$ cat src/rtl/seg7_count_display.sv
// Display stage for the up/down counter: synchronises the count, converts it to BCD
// with a sequential shift-add-3 engine and scans a 4-digit common-anode display.
module seg7_count_display #(
   parameter int REFRESH_DIV = 50000
) (
   input  logic        clk,
   input  logic        reset,
   input  logic [7:0]  value,
   input  logic        ud,
   output logic [6:0]  seg,
   output logic [3:0]  an,
   output logic        dp,
   output logic [11:0] bcd,
   output logic        bcd_valid
);

   localparam int RW = $clog2(REFRESH_DIV);

   typedef enum logic [1:0] {IDLE, SHIFT, DONE} state_t;

   state_t        state, state_nxt;
   logic [7:0]    s1, s2, last;
   logic          ud1, ud2;
   logic [19:0]   sh, sh_adj;
   logic [2:0]    cnt;
   logic          start;
   logic [RW-1:0] refresh;
   logic [1:0]    idx;
   logic [6:0]    seg_nxt;
   logic [3:0]    an_nxt;

   function automatic logic [6:0] seg_code(input logic [3:0] d);
      case (d)
         4'd0:    return 7'h40;
         4'd1:    return 7'h79;
         4'd2:    return 7'h24;
         4'd3:    return 7'h30;
         4'd4:    return 7'h19;
         4'd5:    return 7'h12;
         4'd6:    return 7'h02;
         4'd7:    return 7'h78;
         4'd8:    return 7'h00;
         4'd9:    return 7'h10;
         default: return 7'h7F;
      endcase
   endfunction

   // A new conversion starts only on a sample seen identically in both sync stages.
   assign start = (s1 == s2) && (s2 != last);
   assign dp    = 1'b1;

   always_comb begin
      sh_adj = sh;
      for (int i = 0; i < 3; i++) begin
         if (sh[8+4*i +: 4] >= 4'd5) sh_adj[8+4*i +: 4] = sh[8+4*i +: 4] + 4'd3;
      end
   end

   always_ff @(posedge clk or negedge reset) begin
      if (!reset) state <= IDLE;
      else        state <= state_nxt;
   end

   always_comb begin
      state_nxt = state;
      case (state)
         IDLE:    if (start) state_nxt = SHIFT;
         SHIFT:   if (cnt == 3'd7) state_nxt = DONE;
         DONE:    state_nxt = IDLE;
         default: state_nxt = IDLE;
      endcase
   end

   always_ff @(posedge clk or negedge reset) begin
      if (!reset) begin
         s1        <= 8'h00;
         s2        <= 8'h00;
         ud1       <= 1'b0;
         ud2       <= 1'b0;
         last      <= 8'h00;
         sh        <= 20'h0;
         cnt       <= 3'd0;
         bcd       <= 12'h000;
         bcd_valid <= 1'b0;
      end else begin
         s1        <= value;
         s2        <= s1;
         ud1       <= ud;
         ud2       <= ud1;
         bcd_valid <= 1'b0;
         case (state)
            IDLE: begin
               if (start) begin
                  last <= s2;
                  sh   <= {12'h000, s2};
                  cnt  <= 3'd0;
               end
            end
            SHIFT: begin
               sh  <= {sh_adj[18:0], 1'b0};
               cnt <= cnt + 3'd1;
            end
            DONE: begin
               bcd       <= sh[19:8];
               bcd_valid <= 1'b1;
            end
            default: ;
         endcase
      end
   end

   always_ff @(posedge clk or negedge reset) begin
      if (!reset) begin
         refresh <= '0;
         idx     <= 2'd0;
      end else if (refresh == RW'(REFRESH_DIV - 1)) begin
         refresh <= '0;
         idx     <= idx + 2'd1;
      end else begin
         refresh <= refresh + RW'(1);
      end
   end

   // Leading-zero blanking: tens blank only when hundreds is blank too.
   always_comb begin
      seg_nxt = 7'h7F;
      an_nxt  = 4'b1111;
      case (idx)
         2'd0: begin
            an_nxt  = 4'b1110;
            seg_nxt = seg_code(bcd[3:0]);
         end
         2'd1: begin
            an_nxt  = 4'b1101;
            seg_nxt = (bcd[11:4] == 8'h00) ? 7'h7F : seg_code(bcd[7:4]);
         end
         2'd2: begin
            an_nxt  = 4'b1011;
            seg_nxt = (bcd[11:8] == 4'h0) ? 7'h7F : seg_code(bcd[11:8]);
         end
         default: begin
            an_nxt  = 4'b0111;
            seg_nxt = ud2 ? 7'h41 : 7'h21;
         end
      endcase
   end

   always_ff @(posedge clk or negedge reset) begin
      if (!reset) begin
         seg <= 7'h7F;
         an  <= 4'b1111;
      end else begin
         seg <= seg_nxt;
         an  <= an_nxt;
      end
   end

endmodule

$ cat config.mk
export PLATFORM = sky130hd
export DESIGN_NAME = seg7_count_display
export DESIGN_NICKNAME = d
export VERILOG_FILES = /design/src/rtl/seg7_count_display.sv
export SDC_FILE = /design/constraint.sdc
export NUM_CORES = 1
export LEC_CHECK = 0
export CORE_MARGIN = 2
export CORE_UTILIZATION = 50
export DETAILED_ROUTE_END_ITERATION = 8
export HOLD_SLACK_MARGIN = 0.05
export PLACE_DENSITY = 0.71
export SLEW_MARGIN = 40
export SYNTH_ARGS = -nofsm -noshare
export SYNTH_HDL_FRONTEND = slang
export SYNTH_SLANG_ARGS = --single-unit
$ cat constraint.sdc
create_clock -name clk -period 1.6 [get_ports clk]
set_clock_uncertainty 0.1 [all_clocks]
set_input_delay 0.24 -clock clk [delete_from_list [all_inputs] [get_ports clk]]
set_output_delay 0.24 -clock clk [all_outputs]
set_load 0.01 [all_outputs]
==> results of run 1 <==
[layout by cell type, fill, tap and decap left out, types with 13 or more instances in the layout]
| cell type | count |
|---|---|
| ha_1 | 20 |
| o21ai_0 | 15 |
| a31oi_1 | 13 |
| dfrtp_1 | 75 |
| nand2_1 | 41 |
| dlygate4sd2_1 | 20 |
| buf_4 | 77 |
| inv_1 | 22 |
| o21ai_1 | 18 |
| nor2_1 | 26 |
| buf_6 | 19 |
| xor2_1 | 21 |
| nand2b_1 | 13 |
| a21oi_1 | 15 |
[power by group]
part	total (mW)	switching (mW)	internal, mW	leakage (nW)
logic	1.57	0.800	0.774	1.72
registers	2.85	0.205	2.65	1.16
clock network	1.72	0.837	0.888	0.114
[worst min-delay path by stage]
stage	cells after the start	slack (ns)	start	endpoint
finish	1	0.20	value[2]	s1[2]
global route	1	0.18	value[5]	s1[5]
CTS	1	0.19	value[2]	s1[2]
detailed placement	2	0.23	reset	bcd_valid
global placement	2	0.22	reset	bcd_valid
floorplan	0	-0.16	reset	bcd[0]
[kinds of logic (layout without fill, tap and decap cells)]
kind of cell	after synthesis	after routing
muxes	9	9
xor gates and xnor gates	35	35
DFF	93	93
adders and majority gates	31	31
buffers and inverters	49	176
other	1	1
and+or+nand+nor	146	146
AOI/OAI and AO/OA	100	100
[per-stage QoR]
step	worst slack (ns)	TNS, ns	utilization (%)
4_1_cts	-0.254	-7.27	66.0
6_report	-0.265	-7.32	71.9
2_1_floorplan	-0.110	-1.69	-
5_1_grt	-0.325	-11.00	71.9
3_5_place_dp	-0.384	-10.80	60.9
3_3_place_gp	-0.282	-8.67	60.9
[metal layers]
metal	track usage (%)	part of all wire [%]
met5	0	0
met4	10.4	3.3
met3	3.54	3.2
met2	34.1	51
met1	26.7	42
[layout make-up]
| class | instances | area (um2) | share of cell area (%) |
|---|---|---|---|
| clock buffers | 9 | 124 | 1.88 |
| clock inverters | 7 | 96.3 | 1.46 |
| inverters | 28 | 110 | 1.67 |
| multi-input cells | 322 | 2600 | 39.5 |
| flip-flops and latches | 93 | 2350 | 35.7 |
| well taps | 111 | 139 | 2.11 |
| repair buffers | 132 | 1160 | 17.6 |
[what timing repair did]
| action | CTS | global route |
|---|---|---|
| pin swaps | 18 | 39 |
| endpoints found under the setup margin | 74 | 56 |
| buffers inserted | 12 | 22 |
| hold endpoints to repair | 82 | 0 |
| hold buffers | 1 | 0 |
| gates resized for setup | 78 | 96 |
[flip-flops by register name, indices dropped and copies added, names as in the netlist, 2 cells and up]
name / cells
cnt: 3
s1: 8
sh: 20
state: 2
idx: 2
refresh: 16
s2: 8
an: 4
last: 8
bcd: 12
seg: 7
==> impl_metrics.env, run 1 <==
export IMPL_synthCells=464
export IMPL_power_mw=6.15
export IMPL_die_w_um=101
export IMPL_core_area_mm2=0.00915
export IMPL_fill_cells=642
export IMPL_place_area_mm2=0.00557
export IMPL_syn_cell_area_mm2=0.00467
export IMPL_clk_path_buf_depth=2
export IMPL_cp_slowest_cell="dfrtp_2"
export IMPL_ys_async_sr_fraction_pct=100
export IMPL_synth_top_family_by_area="simple AND/OR/NAND/NOR gates"
export IMPL_avgSynthCellArea_um2=10.1
export IMPL_yosys_area_top_type="dfrtp_1"
export IMPL_critical_path_endpoint_type="register"
export IMPL_reg2reg_slack_ns=-0.26
export IMPL_nets=628
export IMPL_crit_type="reg2reg"
export IMPL_vdd_ir_drop_max_uv=581
export IMPL_wl_per_cell_um=15.4
export IMPL_whs_ns=0.201
export IMPL_vias=3849
export IMPL_clock_latency_ns=0.37
export IMPL_ant_nets=0
export IMPL_endpoint="last[0]"
export IMPL_drv_cap=0
export IMPL_drt_total_wl_mm=10.8
export IMPL_seq_area_frac_synth_pct=50.1
export IMPL_fp_dieH_um=101
export IMPL_violations="negative setup slack"
export IMPL_synth_ff_type="dfrtp_1"
export IMPL_grt_max_degree=94
export IMPL_leakagePower_nw=2.99
export IMPL_min_path_type="in2reg"
export IMPL_drt_pass1_iterations=4
export IMPL_dp_cells=652
export IMPL_gp_congestion=0.854
export IMPL_layout_min_cycle_time_ns=1.86
export IMPL_synthAdderAreaFrac_pct=8.31
export IMPL_synth_xor_area_share_pct=6.56
export IMPL_worstPathRequired_ns=1.75
export IMPL_powerDensity_mw_per_mm2=936
export IMPL_syn_to_final_growth_pct=40.9
export IMPL_clk_transition_reported_paths_ns=0.10
export IMPL_cts_buffers=9
export IMPL_drc=0
export IMPL_ys_warn_count=0
export IMPL_yosysUniqueCellTypes=48
export IMPL_grt_use_total_pct=20.8
export IMPL_grt_pass1_vias=3643
export IMPL_crit_family="simple AND/OR/NAND/NOR gates"
export IMPL_synth_nets=506
export IMPL_drt_iter0_drc=206
export IMPL_synth_cells_most_frequent="82 x dfrtp_1, 45 x nand2_1, 39 x o21ai_0"
export IMPL_start_util_pct=51.0
export IMPL_crit_arrival_ns=2.01
export IMPL_drive_gt1_share_pct=38.6
export IMPL_r2r_start="s2[1]"
export IMPL_crit_cells=5
export IMPL_slew_headroom_pct=66.3
export IMPL_cp_startpoint="s2[1]"
export IMPL_yosysMostFrequentCell="dfrtp_1"
export IMPL_synth_edff_count=0
export IMPL_fmax_mhz=536
export IMPL_synthTopCellsByArea="dfrtp_1 44%, ha_1 8.3%, dfstp_2 6.2%"
export IMPL_synth_compound_area_share_pct=12.4
export IMPL_final_cells=702
export IMPL_outcome="complete, but fails checks"
export IMPL_grt_pass1_wl_mm=16.7
export IMPL_slew_viol_final=0
export IMPL_critPathLaunchType="register"
export IMPL_io_buffer_count=34
export IMPL_path_cells="xor2_2 > nor4_4 > nand3_4 > nor2_4 > mux2_4"
export IMPL_via_per_inst=5.48
export IMPL_finalSetupViolCount=49
export IMPL_max_slew_worst_pin_slew_ns=0.506
export IMPL_cts_tree="done"
export IMPL_ys_ff_latch=93
export IMPL_worstRegToRegCells=5
export IMPL_clock_root_buffer="clkbuf_8"
export IMPL_hpwl_mm=6.66
export IMPL_hold_viol=0
export IMPL_finalWorstSetupSlack_ns=-0.265
export IMPL_pin_count=36
export IMPL_synthSimpleGateAreaFrac_pct=15.7
export IMPL_antenna_cells=0
export IMPL_htree_levels=3
export IMPL_cts_sinks=93
export IMPL_timing_final_crit_share_pct=117
export IMPL_rsz0062_at_grt="yes"
export IMPL_path_buf_inv=0
export IMPL_antenna_found_initial=0
export IMPL_rows=35
export IMPL_grt_overflow=0
export IMPL_synth_top_area_share_pct=43.9
export IMPL_fin_area_mm2=0.00658
export IMPL_synthMuxAreaShare_pct=2.22
export IMPL_r2r_end="last[0]"
export IMPL_worst_path_largest_cell_delay_ns=0.46
export IMPL_cp_max_fo=7
export IMPL_die_area_mm2=0.0101
Power figures use the tool's default switching activity.
==> run 2: changes to the inputs <==
--- a/config.mk
+++ b/config.mk
@@ -5,6 +5,7 @@
 export SDC_FILE = /design/constraint.sdc
 export NUM_CORES = 1
 export LEC_CHECK = 0
+export CAP_MARGIN = 20
 export CORE_MARGIN = 2
 export CORE_UTILIZATION = 50
 export DETAILED_ROUTE_END_ITERATION = 8
==> results of run 2 <==
Same layout as run 1: the final DEF is identical, and so are final timing and power.
